==> config.mk <==
export PLATFORM = sky130hd
export DESIGN_NAME = fifo_controller
export DESIGN_NICKNAME = d
export VERILOG_FILES = /design/src/rtl/fifo_ctrl_pkg.sv /design/src/rtl/fifo_ptr.sv /design/src/rtl/fifo_controller.sv
export SDC_FILE = /design/constraint.sdc
export NUM_CORES = 1
export LEC_CHECK = 0
export CORE_MARGIN = 2
export CORE_UTILIZATION = 45
export DETAILED_ROUTE_END_ITERATION = 16
export PLACE_DENSITY_LB_ADDON = 0.05
export SETUP_SLACK_MARGIN = 0.02
export SLEW_MARGIN = 20
export SYNTH_ARGS = -nofsm -noshare
export SYNTH_HDL_FRONTEND = slang
export SYNTH_SLANG_ARGS = --single-unit
==> constraint.sdc <==
create_clock -name clk -period 3.29 [get_ports clk]
set_input_delay 0.658 -clock clk [delete_from_list [all_inputs] [get_ports clk]]
set_output_delay 0.658 -clock clk [all_outputs]
set_load 0.03 [all_outputs]
==> src/rtl/fifo_ctrl_pkg.sv <==
// Shared types and default sizing for the FIFO controller, its memory and the bench.
package fifo_ctrl_pkg;

  localparam int DEFAULT_ADDR_WIDTH   = 3;
  localparam int DEFAULT_DEPTH        = 2 ** DEFAULT_ADDR_WIDTH;
  localparam int DEFAULT_AF_THRESHOLD = 2;
  localparam int DEFAULT_AE_THRESHOLD = 2;

  typedef enum logic [1:0] {
    ST_EMPTY  = 2'd0,
    ST_ACTIVE = 2'd1,
    ST_FULL   = 2'd2
  } fifo_state_t;

endpackage

==> src/rtl/fifo_ptr.sv <==
// Enable-driven circular address counter; wraps DEPTH-1 -> 0 by natural modulo.
module fifo_ptr #(
  parameter int ADDR_WIDTH = 3
) (
  input  logic                  clk,
  input  logic                  reset_L,
  input  logic                  en,
  output logic [ADDR_WIDTH-1:0] ptr
);

  logic [ADDR_WIDTH-1:0] ptr_q;
  logic [ADDR_WIDTH-1:0] ptr_d;

  always_comb begin
    ptr_d = ptr_q;
    if (en) ptr_d = ptr_q + ADDR_WIDTH'(1);
  end

  always_ff @(posedge clk or negedge reset_L) begin
    if (!reset_L) ptr_q <= '0;
    else          ptr_q <= ptr_d;
  end

  assign ptr = ptr_q;

endmodule

==> src/rtl/fifo_controller.sv <==
// Circular-buffer sequencer for the dual-port FIFO memory: pointers, occupancy,
// threshold flags and sticky error reporting. No data passes through here.
module fifo_controller
  import fifo_ctrl_pkg::*;
#(
  parameter int ADDR_WIDTH   = DEFAULT_ADDR_WIDTH,
  parameter int AF_THRESHOLD = DEFAULT_AF_THRESHOLD,
  parameter int AE_THRESHOLD = DEFAULT_AE_THRESHOLD
) (
  input  logic                  clk,
  input  logic                  reset_L,
  input  logic                  push,
  input  logic                  pop,
  output logic                  write_enable,
  output logic                  read_enable,
  output logic [ADDR_WIDTH-1:0] wr_ptr,
  output logic [ADDR_WIDTH-1:0] rd_ptr,
  output logic [ADDR_WIDTH:0]   fifo_count,
  output logic                  full,
  output logic                  empty,
  output logic                  almost_full,
  output logic                  almost_empty,
  output logic                  data_valid,
  output logic                  overflow,
  output logic                  underflow
);

  localparam int            CW      = ADDR_WIDTH + 1;
  localparam logic [CW-1:0] DEPTH_C = CW'(2 ** ADDR_WIDTH);
  localparam logic [CW-1:0] AF_C    = CW'(AF_THRESHOLD);
  localparam logic [CW-1:0] AE_C    = CW'(AE_THRESHOLD);

  fifo_state_t   state_q, state_d;
  logic [CW-1:0] count_q, count_d;
  logic          full_q, full_d;
  logic          empty_q, empty_d;
  logic          af_q, af_d;
  logic          ae_q, ae_d;
  logic          dv_q, dv_d;
  logic          ovf_q, ovf_d;
  logic          unf_q, unf_d;

  logic wr_acc;
  logic rd_acc;

  // Gating with reset_L keeps the memory strobes quiet while reset is held.
  assign wr_acc = reset_L & push & (~full_q | pop);
  assign rd_acc = reset_L & pop & ~empty_q;

  always_comb begin
    count_d = count_q + CW'(wr_acc) - CW'(rd_acc);
    full_d  = (count_d == DEPTH_C);
    empty_d = (count_d == '0);
    af_d    = ((DEPTH_C - count_d) <= AF_C);
    ae_d    = (count_d <= AE_C);
    dv_d    = rd_acc;
    ovf_d   = ovf_q | (push & full_q & ~pop);
    unf_d   = unf_q | (pop & empty_q);

    state_d = state_q;
    case (state_q)
      ST_EMPTY:  if (wr_acc) state_d = full_d ? ST_FULL : ST_ACTIVE;
      ST_ACTIVE: begin
        if (full_d)       state_d = ST_FULL;
        else if (empty_d) state_d = ST_EMPTY;
      end
      ST_FULL:   if (rd_acc && !wr_acc) state_d = empty_d ? ST_EMPTY : ST_ACTIVE;
      default:   state_d = ST_EMPTY;
    endcase
  end

  always_ff @(posedge clk or negedge reset_L) begin
    if (!reset_L) begin
      state_q <= ST_EMPTY;
      count_q <= '0;
      full_q  <= 1'b0;
      empty_q <= 1'b1;
      af_q    <= 1'b0;
      ae_q    <= 1'b1;
      dv_q    <= 1'b0;
      ovf_q   <= 1'b0;
      unf_q   <= 1'b0;
    end else begin
      state_q <= state_d;
      count_q <= count_d;
      full_q  <= full_d;
      empty_q <= empty_d;
      af_q    <= af_d;
      ae_q    <= ae_d;
      dv_q    <= dv_d;
      ovf_q   <= ovf_d;
      unf_q   <= unf_d;
    end
  end

  fifo_ptr #(.ADDR_WIDTH(ADDR_WIDTH)) u_wr_ptr (
    .clk     (clk),
    .reset_L (reset_L),
    .en      (wr_acc),
    .ptr     (wr_ptr)
  );

  fifo_ptr #(.ADDR_WIDTH(ADDR_WIDTH)) u_rd_ptr (
    .clk     (clk),
    .reset_L (reset_L),
    .en      (rd_acc),
    .ptr     (rd_ptr)
  );

  assign write_enable = wr_acc;
  assign read_enable  = rd_acc;
  assign fifo_count   = count_q;
  assign full         = full_q;
  assign empty        = empty_q;
  assign almost_full  = af_q;
  assign almost_empty = ae_q;
  assign data_valid   = dv_q;
  assign overflow     = ovf_q;
  assign underflow    = unf_q;

endmodule

Yosys cells after proc, flatten, opt, wreduce, memory -nomap -nowiden
Index checks and enable logic that the tools add are counted.
{ "word_totals": {"rom_bits": 0, "memories": 0, "latch_bits": 0, "wordCells": 32, "out_inout_bits": 19, "mem_bits_rw": 0, "reg_bits": 17} }
{ "classes": {"n_div": 0, "n_mul": 0, "reduce_logical": 1, "order_cmp": 2, "n_mux": 0, "eq_ne": 1, "n_shift": 0, "addsub": 5, "bitwise": 13} }
{ "op_table": {"columns": ["operator", "count"], "rows": [
  ["$le 4x2->1 const B", 2],
  ["$and 1x1->1", 7],
  ["$add 3x1->3 const B", 2],
  ["$add 4x1->4", 1],
  ["$eq 4x4->1 const B", 1],
  ["$logic_not 4->1", 1],
  ["$sub 4x1->4", 1],
  ["$sub 4x4->4 const A", 1],
  ["$not 1->1", 3],
  ["$or 1x1->1", 3]
]} }

Logic depth before layout (Yosys ltp)
Gate-level depths: netlist of the first run.
{ "depth": {"depth_word": 7, "ltp_mapped": 11, "mapped_depth_nobuf": 11} }

Cells and area by module
Synthesis of the first run repeated with hierarchy kept, for this count alone.
{ "hier_totals": {"hier_cells": 66, "hier_area_um2": 813.3} }
{ "by_module_without_submodules": {"columns": ["module", "instances", "cells_per_inst", "area_per_inst_um2"], "rows": [
  ["fifo_controller", 1, 50, 565.5],
  ["fifo_ptr", 2, 8, 123.9]
]} }

Least setup slack after synthesis of the first run
No wires, ideal clock.
{ "synth_path": {"path_kind": "input to register", "from": "input pop", "to": "register af_q (netlist: almost_full)", "slack_ns": 0.180, "path_buffers": 0, "arrival_time_ns": 3.030, "stages": 11, "setup_time_ns": 0.080, "cell_sequence": "inv_1 nor3b_2 ha_1 inv_1 ha_1 inv_1 fa_1 inv_1 nor3_1 xnor3_1 nor3_2"} }
{ "synth_via": {"word_cells_on_any_way": 8, "cone_classes": "3 x add/sub; 1 x order compare; 4 x bitwise"} }
{ "synth_rtl": {"columns": ["element", "line", "source"], "rows": [
  ["start: declaration", "fifo_controller.sv:13", "input logic pop,"],
  ["$and 1x1->1 (2 in series)", "fifo_controller.sv:48", "assign rd_acc = reset_L & pop & ~empty_q;"],
  ["via read_enable", "fifo_controller.sv:15", "output logic read_enable,"],
  ["$sub 4x1->4", "fifo_controller.sv:51", "count_d = count_q + CW'(wr_acc) - CW'(rd_acc);"],
  ["via count_d[1]", "fifo_controller.sv:34", "logic [CW-1:0] count_q, count_d;"],
  ["$sub 4x4->4", "fifo_controller.sv:54", "af_d = ((DEPTH_C - count_d) <= AF_C);"],
  ["$le 4x2->1", "fifo_controller.sv:54", null],
  ["via af_d", "fifo_controller.sv:37", "logic af_q, af_d;"],
  ["end signal: assignment", "fifo_controller.sv:78", "af_q <= 1'b0;"],
  ["end signal: assignment", "fifo_controller.sv:88", "af_q <= af_d;"],
  ["end: declaration", "fifo_controller.sv:37", null]
]} }
The timed path passes the listed nets, and every way through them passes these cells.
A chain may end at the register's enable or synchronous reset.

Worst setup path in the final report of the first run
{ "layout_path": {"from": "input pop", "to": "register af_q (netlist: almost_full)"} }
{ "layout_via": {"elab_chain_cells": 6, "word_cells_on_any_way": 8, "cone_classes": "3 x add/sub; 1 x order compare; 4 x bitwise"} }
{ "layout_rtl": {"columns": ["element", "line", "source"], "rows": [
  ["$or 1x1->1", "fifo_controller.sv:47", "assign wr_acc = reset_L & push & (~full_q | pop);"],
  ["$and 1x1->1", "fifo_controller.sv:47", null],
  ["$add 4x1->4", "fifo_controller.sv:51", null],
  ["$sub 4x1->4 (*)", "fifo_controller.sv:51", null],
  ["via count_d[1]", "fifo_controller.sv:34", null],
  ["$sub 4x4->4 (*)", "fifo_controller.sv:54", null],
  ["$le 4x2->1 (*)", "fifo_controller.sv:54", null],
  ["via af_d", "fifo_controller.sv:37", null]
]} }
The timed path passes the listed nets; every way through them passes the cells marked *.

==> run_results.csv, run 1 <==
group,metric,value,unit
outcome,outcome,"completed",
sta,hold_violations,0,
global_route,first_global_vias,492,
synthesis,top_cells_by_instance_count_after_synthesis,"sky130_fd_sc_hd__dfrtp_1 (15), sky130_fd_sc_hd__inv_1 (9), sky130_fd_sc_hd__ha_1 (8), sky130_fd_sc_hd__xnor2_1 (5), sky130_fd_sc_hd__nand2_1 (3)",
route,route.antenna.remaining_nets,0,
sta,worst_slew_pin_slew,317.3,ps
clocking,clock_sinks,17,
synthesis,yosysTopAreaCell,"sky130_fd_sc_hd__dfrtp_1",
finish,largest_register_ff_count,4,
clocking,post_cts.repair.setup_buffers,0,
synthesis,syn-cell-area,812.0,um2
critical_path,worst_setup_path_end_kind,"flip-flop",
synthesis,synth_seq_cells,17,
sta,timing.final.crit_period,2899,ps
finish,number_of_antenna_diodes,0,
die,floorplan.initialDensity,47.55,%
critical_path,critPathRequiredTime,3510,ps
sta,setup_viol_count_final,0,
clocking,cts_tree,"yes",
sta,maxClockFrequency,345.0,MHz
sta,worst_clock_skew,11.44,ps
sta,max_slew_margin,78.69,%
synthesis,synthArstFlopShare,100.0,%
finish,drive_gt1_share,21.51,%
finish,area_growth_syn_to_layout,38.37,%
die,dieWidth,46.48,um
hold_path,holdCritPathClass,"reg2reg",
synthesis,mappedNetlistNets,75,
hold_path,timing.hold.worst_path_depth,1,
placed_design,detailedPlacementHpwl,1.084,mm
synthesis,library_cell_with_the_highest_instance_count_after_synthesis,"sky130_fd_sc_hd__dfrtp_1",
global_route,grt_util_all_layers,14.86,%
synthesis,syn_avg_cell_area,13.10,um2
placed_design,place_congestion,0.7130,
route,vias,514,
sta,final.setup.tns,0,ps
global_route,antenna_found_initial,0,
die,ioPinCount,23,
placed_design,port_buffers,22,
route,drt_iter0_drc,0,
synthesis,synth_ff_type,"sky130_fd_sc_hd__dfrtp_1",
route,detail_route.wl_per_cell,11.04,um
synthesis,synthCells,62,
synthesis,synth_cell_types,22,
clocking,clk_root_buf,"sky130_fd_sc_hd__clkbuf_4",
die,die_area,2160,um2
route,detail_route.vias_per_cell,4.356,
global_route,grt_ovf,0,
synthesis,fraction_of_the_yosys_area_taken_by_sequential_cells,52.70,%
synthesis,synth.top_cell.area_share,46.22,%
critical_path,path_class,"in2reg",
clocking,cts.path.max_buffers,2,
die,placeable_core_area,1708,um2
die,chipHeight,46.48,um
critical_path,crit_path_max_fanout,3,
sta,rsz0062_at_grt,"no",
clocking,cts_made_buffers,3,
sta,finalMaxSlewViolations,0,
clocking,cts_max_level,1,
global_route,grt_pass1_wl,2.173,mm
clocking,cts.repair.resized,0,
global_route,grt_max_degree,11,
critical_path,cp_data_arrival_time,3110,ps
critical_path,r2r_cells,10,
die,row_count,15,
route,wl,1.303,mm
finish,finish.net_count,107,
route,detailedRoute.firstPassIterationCount,1,
synthesis,synth_enable_flop_cells,0,
finish,final.fill_count,138,
clocking,clk_latency,290,ps
critical_path,worst_setup_path_start_kind,"input pin",
clocking,hold_buffers,0,
flow_run,maxCapViolCount,0,
synthesis,synth.yosys.warnings,0,
route,remaining_drc_errors,0,
sta,final_critical_path_share_of_the_clock_period,88.10,%
clocking,clkTransAtPathRegs,100,ps
synthesis,netlist_top_cells_area,"sky130_fd_sc_hd__dfrtp_1 (46%), sky130_fd_sc_hd__ha_1 (12%), sky130_fd_sc_hd__dfstp_2 (6.5%)",
## metal layers
| metal | global-route usage, % | part of all wire (%) |
|---|---|---|
| met1 | 21.75 | 49 |
| met2 | 20.56 | 44 |
| met3 | 3.529 | 5.4 |
| met4 | 6.857 | 1.5 |
| met5 | 0 | 0 |
## final cells by class
class                           instances  area (um2)  area share [%]
Sequential cell                        17       427.9           38.08
Multi-Input combinational cell         36       350.3           31.18
Timing Repair Buffer                   27       252.7           22.49
Inverter                                9       33.78           3.007
Tap cell                               25       31.28           2.784
Clock buffer                            3       22.52           2.004
Clock inverter                          1       5.005          0.4454
## critical path, stage by stage
cell and delay (ps):
sky130_fd_sc_hd__clkdlybuf4s50_1 480, sky130_fd_sc_hd__inv_1 70, sky130_fd_sc_hd__nor3b_2 230, sky130_fd_sc_hd__ha_1 260, sky130_fd_sc_hd__inv_1 50, sky130_fd_sc_hd__ha_1 150
sky130_fd_sc_hd__inv_1 50, sky130_fd_sc_hd__fa_1 520, sky130_fd_sc_hd__inv_1 80, sky130_fd_sc_hd__nor3_1 210, sky130_fd_sc_hd__xnor3_1 250, sky130_fd_sc_hd__nor3_2 100
## stage by stage
| stage | setup slack [ps] | utilization [%] | hold WS, ps | instance area (um2) | cells |
|---|---|---|---|---|---|
| global placement | 106.5 | 64.18 | 438.4 | 1096 | 114 |
| detailed placement | 62.72 | 64.18 | 462.3 | 1096 | 114 |
| global route | 203.9 | 65.79 | 493.1 | 1124 | 118 |
| CTS | 364.7 | 65.79 | 480.0 | 1124 | 118 |
| finish | 391.4 | 65.79 | 474.3 | 1124 | 118 |
| floorplan | 180.1 | - | 362.4 | 812.0 | 62 |
## path summary, 6_finish.rpt
kind	end	slack [ps]	from
hold / removal	u_rd_ptr.ptr[2]	470	u_rd_ptr.ptr[2]
min in group asynchronous	underflow	690	reset_L
max in group asynchronous	empty	2380	reset_L
setup reg to reg	almost_full	900	empty
setup / recovery	almost_full	390	pop
hold reg to reg	u_rd_ptr.ptr[2]	470	u_rd_ptr.ptr[2]
## logic make-up (layout without fill, tap and decap cells)
family,Yosys count,after routing,synth area share [%]
AOI/OAI and AO/OA,5,5,4.622
xor gates and xnor gates,9,9,12.33
adders and majority gates,9,9,14.79
buffers and inverters,9,40,4.160
DFF,17,17,52.70
muxes,2,2,2.773
and+or+nand+nor,11,11,8.629
## layout by cell type, fill, tap and decap left out
cell                              count
sky130_fd_sc_hd__a21o_1               2
sky130_fd_sc_hd__a21oi_1              1
sky130_fd_sc_hd__a21oi_2              1
sky130_fd_sc_hd__a31o_2               1
sky130_fd_sc_hd__and3b_1              1
sky130_fd_sc_hd__buf_4                7
sky130_fd_sc_hd__clkbuf_4             3
sky130_fd_sc_hd__clkdlybuf4s50_1     20
sky130_fd_sc_hd__clkinv_2             1
sky130_fd_sc_hd__dfrtp_1             15
sky130_fd_sc_hd__dfstp_2              2
sky130_fd_sc_hd__fa_1                 1
sky130_fd_sc_hd__ha_1                 8
sky130_fd_sc_hd__inv_1                9
sky130_fd_sc_hd__mux2_2               2
sky130_fd_sc_hd__nand2_1              3
sky130_fd_sc_hd__nor2_1               1
sky130_fd_sc_hd__nor2b_1              1
sky130_fd_sc_hd__nor3_1               2
sky130_fd_sc_hd__nor3_2               1
sky130_fd_sc_hd__nor3b_1              1
sky130_fd_sc_hd__nor3b_2              1
sky130_fd_sc_hd__xnor2_1              5
sky130_fd_sc_hd__xnor2_2              1
sky130_fd_sc_hd__xnor3_1              1
sky130_fd_sc_hd__xor2_1               2
Power of run 1 is not shown: default switching activity piles up to over one toggle a cycle in this logic, so the estimate is an artifact.
==> run 2: changes to the inputs <==
CTS_CLUSTER_SIZE = 25   (was unset)
TNS_END_PERCENT = 50   (was unset)
==> results of run 2 <==
Final layout, timing and power as in run 1 (identical DEF).
Power of run 2 is left out for the same reason.
==> run 3: changes to the inputs <==
PLACE_DENSITY = 0.73   (was unset)
PLACE_DENSITY_LB_ADDON = unset   (was 0.05)
==> run_results.csv, run 3 (same netlist as run 1, synthesis figures left out) <==
group,metric,value,unit
critical_path,worst_setup_path_start_kind,"input pin",
finish,final.fill_count,152,
global_route,grt_max_degree,18,
sta,setup_viol_count_final,0,
finish,most_frequent_standard_cell_in_the_layout_excluding_fill_and_tap_cells,"sky130_fd_sc_hd__clkdlybuf4s50_1",
placed_design,place_congestion,0.7194,
flow_run,maxCapViolCount,0,
finish,ff_latch_area,427.9,um2
clocking,clock_sinks,17,
sta,worst_clock_skew,6.490,ps
die,dieWidth,46.48,um
sta,worst_slew_pin_slew,338.4,ps
sta,rsz0062_at_grt,"no",
clocking,post_cts.repair.setup_buffers,0,
die,chipHeight,46.48,um
clocking,hold_buffers,0,
finish,drive_gt1_share,20.65,%
critical_path,crit_chain,"clkdlybuf4s50_1 > inv_1 > nor3b_2 > ha_1 > inv_1 > ha_1 > inv_1 > fa_1 > inv_1 > nor3_1 > xnor3_1 > nor3_2",
critical_path,path_class,"in2reg",
finish,layout.cells.most_common_list,"sky130_fd_sc_hd__clkdlybuf4s50_1 (20), sky130_fd_sc_hd__dfrtp_1 (15), sky130_fd_sc_hd__inv_1 (9)",
clocking,cts_made_buffers,3,
sta,final_critical_path_share_of_the_clock_period,89.33,%
finish,finish.net_count,106,
die,floorplan.initialDensity,47.55,%
sta,max_slew_margin,77.28,%
clocking,clk_latency,290,ps
placed_design,detailedPlacementHpwl,1.085,mm
finish,largest_register_ff_count,4,
critical_path,crit_path_max_fanout,3,
route,detailedRoute.firstPassIterationCount,2,
hold_path,holdCritPathClass,"reg2reg",
sta,finalMaxSlewViolations,0,
clocking,cts_max_level,1,
die,ioPinCount,23,
route,detail_route.vias_per_cell,4.530,
global_route,grt_util_all_layers,14.76,%
route,detail_route.wl_per_cell,11.47,um
die,die_area,2160,um2
die,row_count,15,
clocking,clkTransAtPathRegs,100,ps
critical_path,timing.critical_path.slowest_cell_delay,550,ps
critical_path,cp_data_arrival_time,3160,ps
placed_design,port_buffers,22,
route,drt_iter0_drc,3,
finish,number_of_antenna_diodes,0,
finish,area_growth_syn_to_layout,37.44,%
clocking,clk_root_buf,"sky130_fd_sc_hd__clkbuf_4",
clocking,cts.repair.resized,0,
global_route,antenna_found_initial,0,
sta,final.setup.tns,0,ps
route,wl,1.342,mm
finish,multi_input_area,350.3,um2
critical_path,critPathRequiredTime,3510,ps
sta,maxClockFrequency,340.3,MHz
route,vias,530,
route,remaining_drc_errors,0,
outcome,outcome,"completed",
route,route.antenna.remaining_nets,0,
sta,hold_violations,0,
global_route,grt_pass1_wl,2.159,mm
critical_path,most_common_cell_type_on_the_critical_path,"sky130_fd_sc_hd__inv_1",
global_route,first_global_vias,529,
sta,timing.final.crit_period,2939,ps
critical_path,worst_setup_path_end_kind,"flip-flop",
clocking,cts.path.max_buffers,2,
critical_path,slowest_stage,"sky130_fd_sc_hd__fa_1",
global_route,grt_ovf,0,
finish,finalCoreUtilization,65.35,%
clocking,cts_tree,"yes",
die,placeable_core_area,1708,um2
## run 3: cell types whose count changed in the layout (fill, tap and decap cells not counted)
cell / change
sky130_fd_sc_hd__buf_4: -1
## run 3: path summary, 6_finish.rpt
| path | from | end | slack [ps] | depth (start not counted) |
|---|---|---|---|---|
| worst max register to register | empty | almost_full | 850 | 10 |
| worst min-delay path | underflow | underflow | 460 | 1 |
| max in group asynchronous | reset_L | almost_empty | 2300 | 2 |
| min in group asynchronous | reset_L | overflow | 740 | 2 |
| worst max-delay path | pop | almost_full | 350 | 12 |
| worst min register to register | underflow | underflow | 460 | 1 |
## run 3: critical path: cells and delay by family
family,cells,cell delay (ps)
XOR/XNOR,1,260
adder cells (fa/ha/maj),3,950
AND/OR/NAND/NOR,3,520
buffers and inverters,5,760
## run 3: metrics by stage
stage	hold WS (ps)	worst slack [ps]	area (um2)	instances
after floorplan	362.4	180.1	812.0	62
final	463.7	351.0	1116	117
after global placement	439.9	33.18	1089	113
after global routing	489.6	167.3	1116	117
after CTS	470.3	311.7	1116	117
after detailed placement	446.8	6.025	1089	113
## run 3: metal layers
layer | routed length (um) | share of wire (%) | up-vias | global-route usage (%)
li1 | - | - | 258 | -
met1 | 561 | 42 | 257 | 16.21
met2 | 725 | 54 | 13 | 26.11
met3 | 48 | 3.6 | 2 | 2.745
met4 | 6 | 0.45 | 0 | 8.571
met5 | 0 | 0 | - | 0
## run 3: final cells by class
class                      instances  area share (%)
timing repair buffer              26           21.97
multi-input combinational         36           31.39
clock buffer                       3           2.018
inverter                           9           3.027
sequential                        17           38.34
clock inverter                     1          0.4484
tap                               25           2.803
Power of run 3 is left out for the same reason.
